### config.mk
export PLATFORM = sky130hd
export DESIGN_NAME = ysyx_23060332_seq
export DESIGN_NICKNAME = d
export VERILOG_FILES = /design/src/rtl/ysyx_23060332_seq.sv
export SDC_FILE = /design/constraint.sdc
export NUM_CORES = 1
export LEC_CHECK = 0
export ABC_AREA = 1
export CAP_MARGIN = 0
export CORE_ASPECT_RATIO = 0.9
export CORE_MARGIN = 5
export CORE_UTILIZATION = 50
export DETAILED_ROUTE_END_ITERATION = 6
export MAX_ROUTING_LAYER = met4
export PLACE_DENSITY = 0.95
export SKIP_CTS_REPAIR_TIMING = 1
export SYNTH_ARGS = -nofsm -noshare
export SYNTH_HDL_FRONTEND = slang
export SYNTH_SLANG_ARGS = --single-unit
### constraint.sdc
create_clock -name clk -period 3.2 [get_ports clk]
set_clock_uncertainty 0.15 [all_clocks]
set_input_delay 0.64 -clock clk [delete_from_list [all_inputs] [get_ports clk]]
set_output_delay 0.64 -clock clk [all_outputs]
set_load 0.02 [all_outputs]
### src/rtl/ysyx_23060332_seq.sv
// Multi-cycle instruction sequencer: owns the PC, runs the fetch/load-store handshakes, gates commit.
// Optional wait-state watchdog enabled by `YSYX_23060332_SEQ_TIMEOUT_EN.
module ysyx_23060332_seq #(
    parameter logic [31:0] RESET_PC = 32'h8000_0000,
    parameter logic [7:0]  TIMEOUT  = 8'd255
) (
    input  logic        clk,
    input  logic        rst_n,
    output logic        ifu_req_valid,
    output logic [31:0] ifu_req_addr,
    input  logic        ifu_req_ready,
    input  logic        ifu_rsp_valid,
    input  logic [31:0] ifu_rsp_inst,
    output logic        ifu_rsp_ready,
    output logic [31:0] inst_o,
    output logic [31:0] pc_o,
    input  logic        is_mem_i,
    input  logic        jump_i,
    input  logic [31:0] jump_addr_i,
    input  logic        halt_i,
    output logic        lsu_req_valid,
    input  logic        lsu_req_ready,
    input  logic        lsu_rsp_valid,
    input  logic        reg_wen_i,
    output logic        reg_wen_o,
    output logic        busy,
    output logic        halted,
    output logic        timeout_err
);

    localparam logic [31:0] NOP = 32'h0000_0013;

    typedef enum logic [2:0] {
        FETCH_REQ,
        FETCH_WAIT,
        EXEC,
        MEM_REQ,
        MEM_WAIT,
        WB,
        HALT
    } state_e;

    state_e      state_q, state_d;
    logic [31:0] pc_q, pc_d;
    logic [31:0] inst_q, inst_d;
    logic        jump_q, jump_d;
    logic [31:1] jaddr_q, jaddr_d;
    logic        tmo_hit;

    always_ff @(posedge clk or negedge rst_n) begin
        if (!rst_n) begin
            state_q <= FETCH_REQ;
            pc_q    <= RESET_PC;
            inst_q  <= NOP;
            jump_q  <= 1'b0;
            jaddr_q <= '0;
        end else begin
            state_q <= state_d;
            pc_q    <= pc_d;
            inst_q  <= inst_d;
            jump_q  <= jump_d;
            jaddr_q <= jaddr_d;
        end
    end

`ifdef YSYX_23060332_SEQ_TIMEOUT_EN
    logic [7:0] cnt_q;
    logic       err_q;
    logic       wait_st;
    logic       unused_timeout;

    assign wait_st = (state_q == FETCH_REQ) || (state_q == FETCH_WAIT) ||
                     (state_q == MEM_REQ)   || (state_q == MEM_WAIT);
    assign unused_timeout = 1'b0;

    always_ff @(posedge clk or negedge rst_n) begin
        if (!rst_n) begin
            cnt_q <= '0;
            err_q <= 1'b0;
        end else begin
            if (state_d != state_q) cnt_q <= '0;
            else if (wait_st)       cnt_q <= cnt_q + 8'd1;
            err_q <= err_q | tmo_hit;
        end
    end
    assign timeout_err = err_q;
`else
    logic unused_timeout;
    assign unused_timeout = ^TIMEOUT;
    assign timeout_err    = 1'b0;
`endif

    always_comb begin
        state_d = state_q;
        tmo_hit = 1'b0;
        unique case (state_q)
            FETCH_REQ:  if (ifu_req_ready) state_d = FETCH_WAIT;
            FETCH_WAIT: if (ifu_rsp_valid) state_d = EXEC;
            EXEC: begin
                if (halt_i)        state_d = HALT;
                else if (is_mem_i) state_d = MEM_REQ;
                else               state_d = WB;
            end
            MEM_REQ:    if (lsu_req_ready) state_d = MEM_WAIT;
            MEM_WAIT:   if (lsu_rsp_valid) state_d = WB;
            WB:         state_d = FETCH_REQ;
            HALT:       state_d = HALT;
            default:    state_d = FETCH_REQ;
        endcase
`ifdef YSYX_23060332_SEQ_TIMEOUT_EN
        // Progress wins over the watchdog: only a stalled wait state can time out.
        tmo_hit = wait_st && (state_d == state_q) && ((cnt_q + 8'd1) == TIMEOUT);
        if (tmo_hit) state_d = HALT;
`endif
    end

    // Redirect is captured in EXEC so decode may move on before the WB commit.
    always_comb begin
        pc_d    = pc_q;
        inst_d  = inst_q;
        jump_d  = jump_q;
        jaddr_d = jaddr_q;
        if (state_q == FETCH_WAIT && ifu_rsp_valid) inst_d = ifu_rsp_inst;
        if (state_q == EXEC) begin
            jump_d  = jump_i;
            jaddr_d = jump_addr_i[31:1];
        end
        if (state_q == WB) pc_d = jump_q ? {jaddr_q, 1'b0} : pc_q + 32'd4;
    end

    always_comb begin
        ifu_req_valid = rst_n && (state_q == FETCH_REQ);
        ifu_rsp_ready = rst_n && (state_q == FETCH_WAIT);
        lsu_req_valid = rst_n && (state_q == MEM_REQ);
        reg_wen_o     = rst_n && (state_q == WB) && reg_wen_i;
        busy          = (state_q != HALT);
        halted        = (state_q == HALT);
        ifu_req_addr  = pc_q;
        pc_o          = pc_q;
        inst_o        = inst_q;
    end

endmodule

# After elaboration in Yosys (flattened, before gate mapping)
# Cells that the tools add are included.
dict set report word_totals {
  inputBits 74
  regBits 99
  word_cells 33
}
dict set report op_classes {
  add_sub_neg 1
  n_eq_ne 11
  muxes 8
  reduce_logical 8
}
# op count
set op_table {}
lappend op_table {{$add 32x3->32 const B} 1}
lappend op_table {{$mux 32} 1}
lappend op_table {{$mux 3} 6}
lappend op_table {{$pmux 3 s6} 1}
lappend op_table {{$eq 3x3->1 const B} 3}
lappend op_table {{$ne 2x2->1 const B} 4}
lappend op_table {{$eq 3x2->1 const B} 2}
lappend op_table {{$logic_and 1x1->1} 6}
lappend op_table {{$reduce_and 4->1} 1}
lappend op_table {{$eq 3x1->1 const B} 1}
lappend op_table {{$logic_not 3->1} 1}
lappend op_table {{$ne 3x3->1 const B} 1}

# Depth between registers and ports, before layout
dict set report depth {
  word_depth 3
  depth_mapped 10
  ltp_nobuf 10
}

# Least setup slack after synthesis
# Ideal clock, no wire load.
dict set report synth_path {
  path_type {input to output}
  from {input port rst_n}
  to {output port ifu_req_valid}
  cell_stages 2
  setup_slack_ns 1.103
  arrival_ns 1.307
  path_cell_list {inv_1 -> nor4_1}
}
dict set report synth_via {
  elab_chain_cells 1
}
# element line
set synth_rtl {}
lappend synth_rtl {{start: declaration} 8} ;# input logic rst_n,
lappend synth_rtl {{$logic_and 1x1->1} 132} ;# ifu_req_valid = rst_n && (state_q == FETCH_REQ);
lappend synth_rtl {{end: declaration} 9} ;# output logic ifu_req_valid,
# Every way passes these cells.

# Final worst setup path
dict set report layout_path {
  from {register state_q[1]}
  to {output port lsu_req_valid}
}
dict set report layout_via {
  elab_chain_cells 2
}
# element line
set layout_rtl {}
lappend layout_rtl {{start: declaration} 43} ;# state_e state_q, state_d;
lappend layout_rtl {{start signal: assignment} 58} ;# state_q <= state_d;
lappend layout_rtl {{$eq 3x2->1} 134} ;# lsu_req_valid = rst_n && (state_q == MEM_REQ);
lappend layout_rtl {{$logic_and 1x1->1} 134}
lappend layout_rtl {{end: declaration} 21} ;# output logic lsu_req_valid,
# Every way passes these cells.

==> flow_summary.json <==
{
  "start_kind": "register",
  "synth_top_family_by_area": "simple AND/OR/NAND/NOR gates",
  "p_leak_nw": 3.14,
  "ys.flop_type": "dfrtp_1",
  "yosys.area_share.simple_pct": 20.7,
  "dp.cells": 831,
  "num_io_pins": 177,
  "clk_path_buf_depth": 2,
  "tns_ns": 0,
  "final_common_cell": "clkdlybuf4s50_1",
  "die-area_sq_um": 12500,
  "die_w_um": 117,
  "cts_inserted_buffers": 9,
  "htreeDepth": 3,
  "final_cells": 848,
  "core_sq_um": 10200,
  "fmax_mhz": 350,
  "grt_pass1_wl_um": 23600,
  "grt_pass1_vias": 4694,
  "r2r-start": "state_q[2]",
  "synthMuxAreaShare_pct": 12.9,
  "peakVddDrop_v": 0.000715,
  "first_iter_violations": 271,
  "fin_crit_ns": 2.86,
  "required_ns": 2.41,
  "num_vias": 4407,
  "grt_max_degree": 71,
  "drc_errors": 0,
  "placed_area_sq_um": 6730,
  "synthAdderAreaFrac_pct": 0.242,
  "worstRegToRegCells": 8,
  "status": "complete, no violations",
  "clk_pin_slew_ns": 0.07,
  "setup_viol": 0,
  "arrival_ns": 2.07,
  "antenna_cells": 0,
  "power_density_nw_per_um2": 1060,
  "hpwlAfterDp_um": 11000,
  "slew_headroom_pct": 42.8,
  "crit_path_max_fanout": 9,
  "ys_ff_latch": 98,
  "final.fill_count": 752,
  "max-cap-violations": 0,
  "maxSlewViolCount": 0,
  "gr-total-overflow": 0,
  "min_period_over_period_pct": 89.3,
  "io_buffers": 172,
  "endpoint_kind": "primary output",
  "rows": 35,
  "syn_area_per_cell_sq_um": 8.99,
  "postSynthCellCount": 574,
  "utilization_pct": 69.3,
  "drt-vias-per-instance": 5.20,
  "worstSkewPairLatency_ns": 0.35,
  "ys_seq_area_share_pct": 47.6,
  "r2r_end": "ifu_req_addr[15]",
  "ys_warn_count": 0,
  "cts_sinks": 98,
  "hold_path.class": "in2async",
  "dr.pass1.iters": 5,
  "stdcell_area_sq_um": 7040,
  "ant_nets": 0,
  "fin_nets": 789,
  "synth_edf_count": 0,
  "gr-usage-all-layers_pct": 25.1,
  "gp_congestion": 0.891,
  "root_buffer": "clkbuf_16",
  "synth.distinct_cells": 37,
  "start_util_pct": 50.8,
  "cts_tree": "done",
  "synth_compound_area_share_pct": 7.00,
  "finalHoldViolations": 0,
  "whs_ns": 0.209,
  "rrSetupSlack_ns": 0.88,
  "synthToLayoutAreaGrowth_pct": 36.5,
  "async_flop_share_pct": 100,
  "synth_area_sq_um": 5160,
  "final_cell_mix": "171 x clkdlybuf4s50_1, 117 x nand2_1, 94 x dfrtp_1",
  "rsz0062_at_grt": "false",
  "antenna_found_initial": 0,
  "drive_above_1_share_pct": 12.4,
  "wl_um": 14400,
  "tightest_slew_ns": 0.858,
  "die_h_um": 106,
  "criticalPathCategory": "reg2out",
  "synth_xor_area_share_pct": 0.339,
  "routedWlPerCell_um": 17.0
}
[registers in the layout, indices dropped and copies added, names as in the netlist]
name and flops:
jump_q 1, inst_o 32, ifu_req_addr 31, jaddr_q 31, state_q 3
[worst max-delay path, cell delays in order, from the launching register on]
cell and delay, ns:
dfrtp_1 0.58, inv_1 0.09, nor4_1 0.35, clkdlybuf4s50_1 0.70
[kinds of logic after synthesis]
family,Yosys count
DFF,98
AOI/OAI and AO/OA,65
xor gates and xnor gates,2
buffers and inverters,107
muxes,49
other,1
and+or+nand+nor,251
adders and majority gates,1
[routing by layer]
layer	wire length, um	global-route usage [%]	vias up
met2	7060	41.6	230
met3	1490	8.25	22
met1	5680	29.7	2041
met4	218	5.57	0
met5	0	-	-
li1	-	-	2114
[how the worst max path moves through the flow]
stage               slack (ns)       start       endpoint
floorplan                 1.10       rst_n  ifu_req_valid
global placement          0.55   reg_wen_i      reg_wen_o
detailed placement        0.56   reg_wen_i      reg_wen_o
CTS                       0.39  state_q[1]  lsu_req_valid
global route              0.24  state_q[1]  lsu_req_valid
finish                    0.34  state_q[1]  lsu_req_valid
[synthesized netlist by cell type (5+ instances only)]
cell type  instances  area share [%]
o21ai_1            9            0.87
buf_2              9            0.87
dfrtp_1           94              46
o21ai_0           10            0.97
inv_1             49             3.6
buf_4             36             5.2
nor2_1            69             5.0
nor3_1             9            0.87
inv_2              5            0.36
mux2_4            30             8.7
a21oi_1           30             2.9
mux2_2            19             4.1
nand2_1          117             8.5
nand3_1           39             3.8
[stage by stage]
step	worst slack (ns)	total power, mW
2_1_floorplan	1.10	4.84
3_3_place_gp	0.550	6.21
3_5_place_dp	0.562	6.37
4_1_cts	0.391	7.51
5_1_grt	0.241	7.95
6_report	0.343	7.46
[area by class of cell]
type	instances	area, sq um	area share [%]
clock buffer	10	229	3.25
clock inverter	6	72.6	1.03
inverter	54	203	2.88
multi-input combinational	371	2140	30.4
sequential	98	2460	34.9
tap	129	161	2.29
timing repair buffer	180	1780	25.3
[where the power goes]
group | leakage, nW | switching, mW | internal (mW)
clock network | 0.144 | 0.486 | 0.616
logic | 1.85 | 1.97 | 1.87
registers | 1.15 | 0.642 | 1.88
No activity file was read; power rests on OpenSTA's default activity.
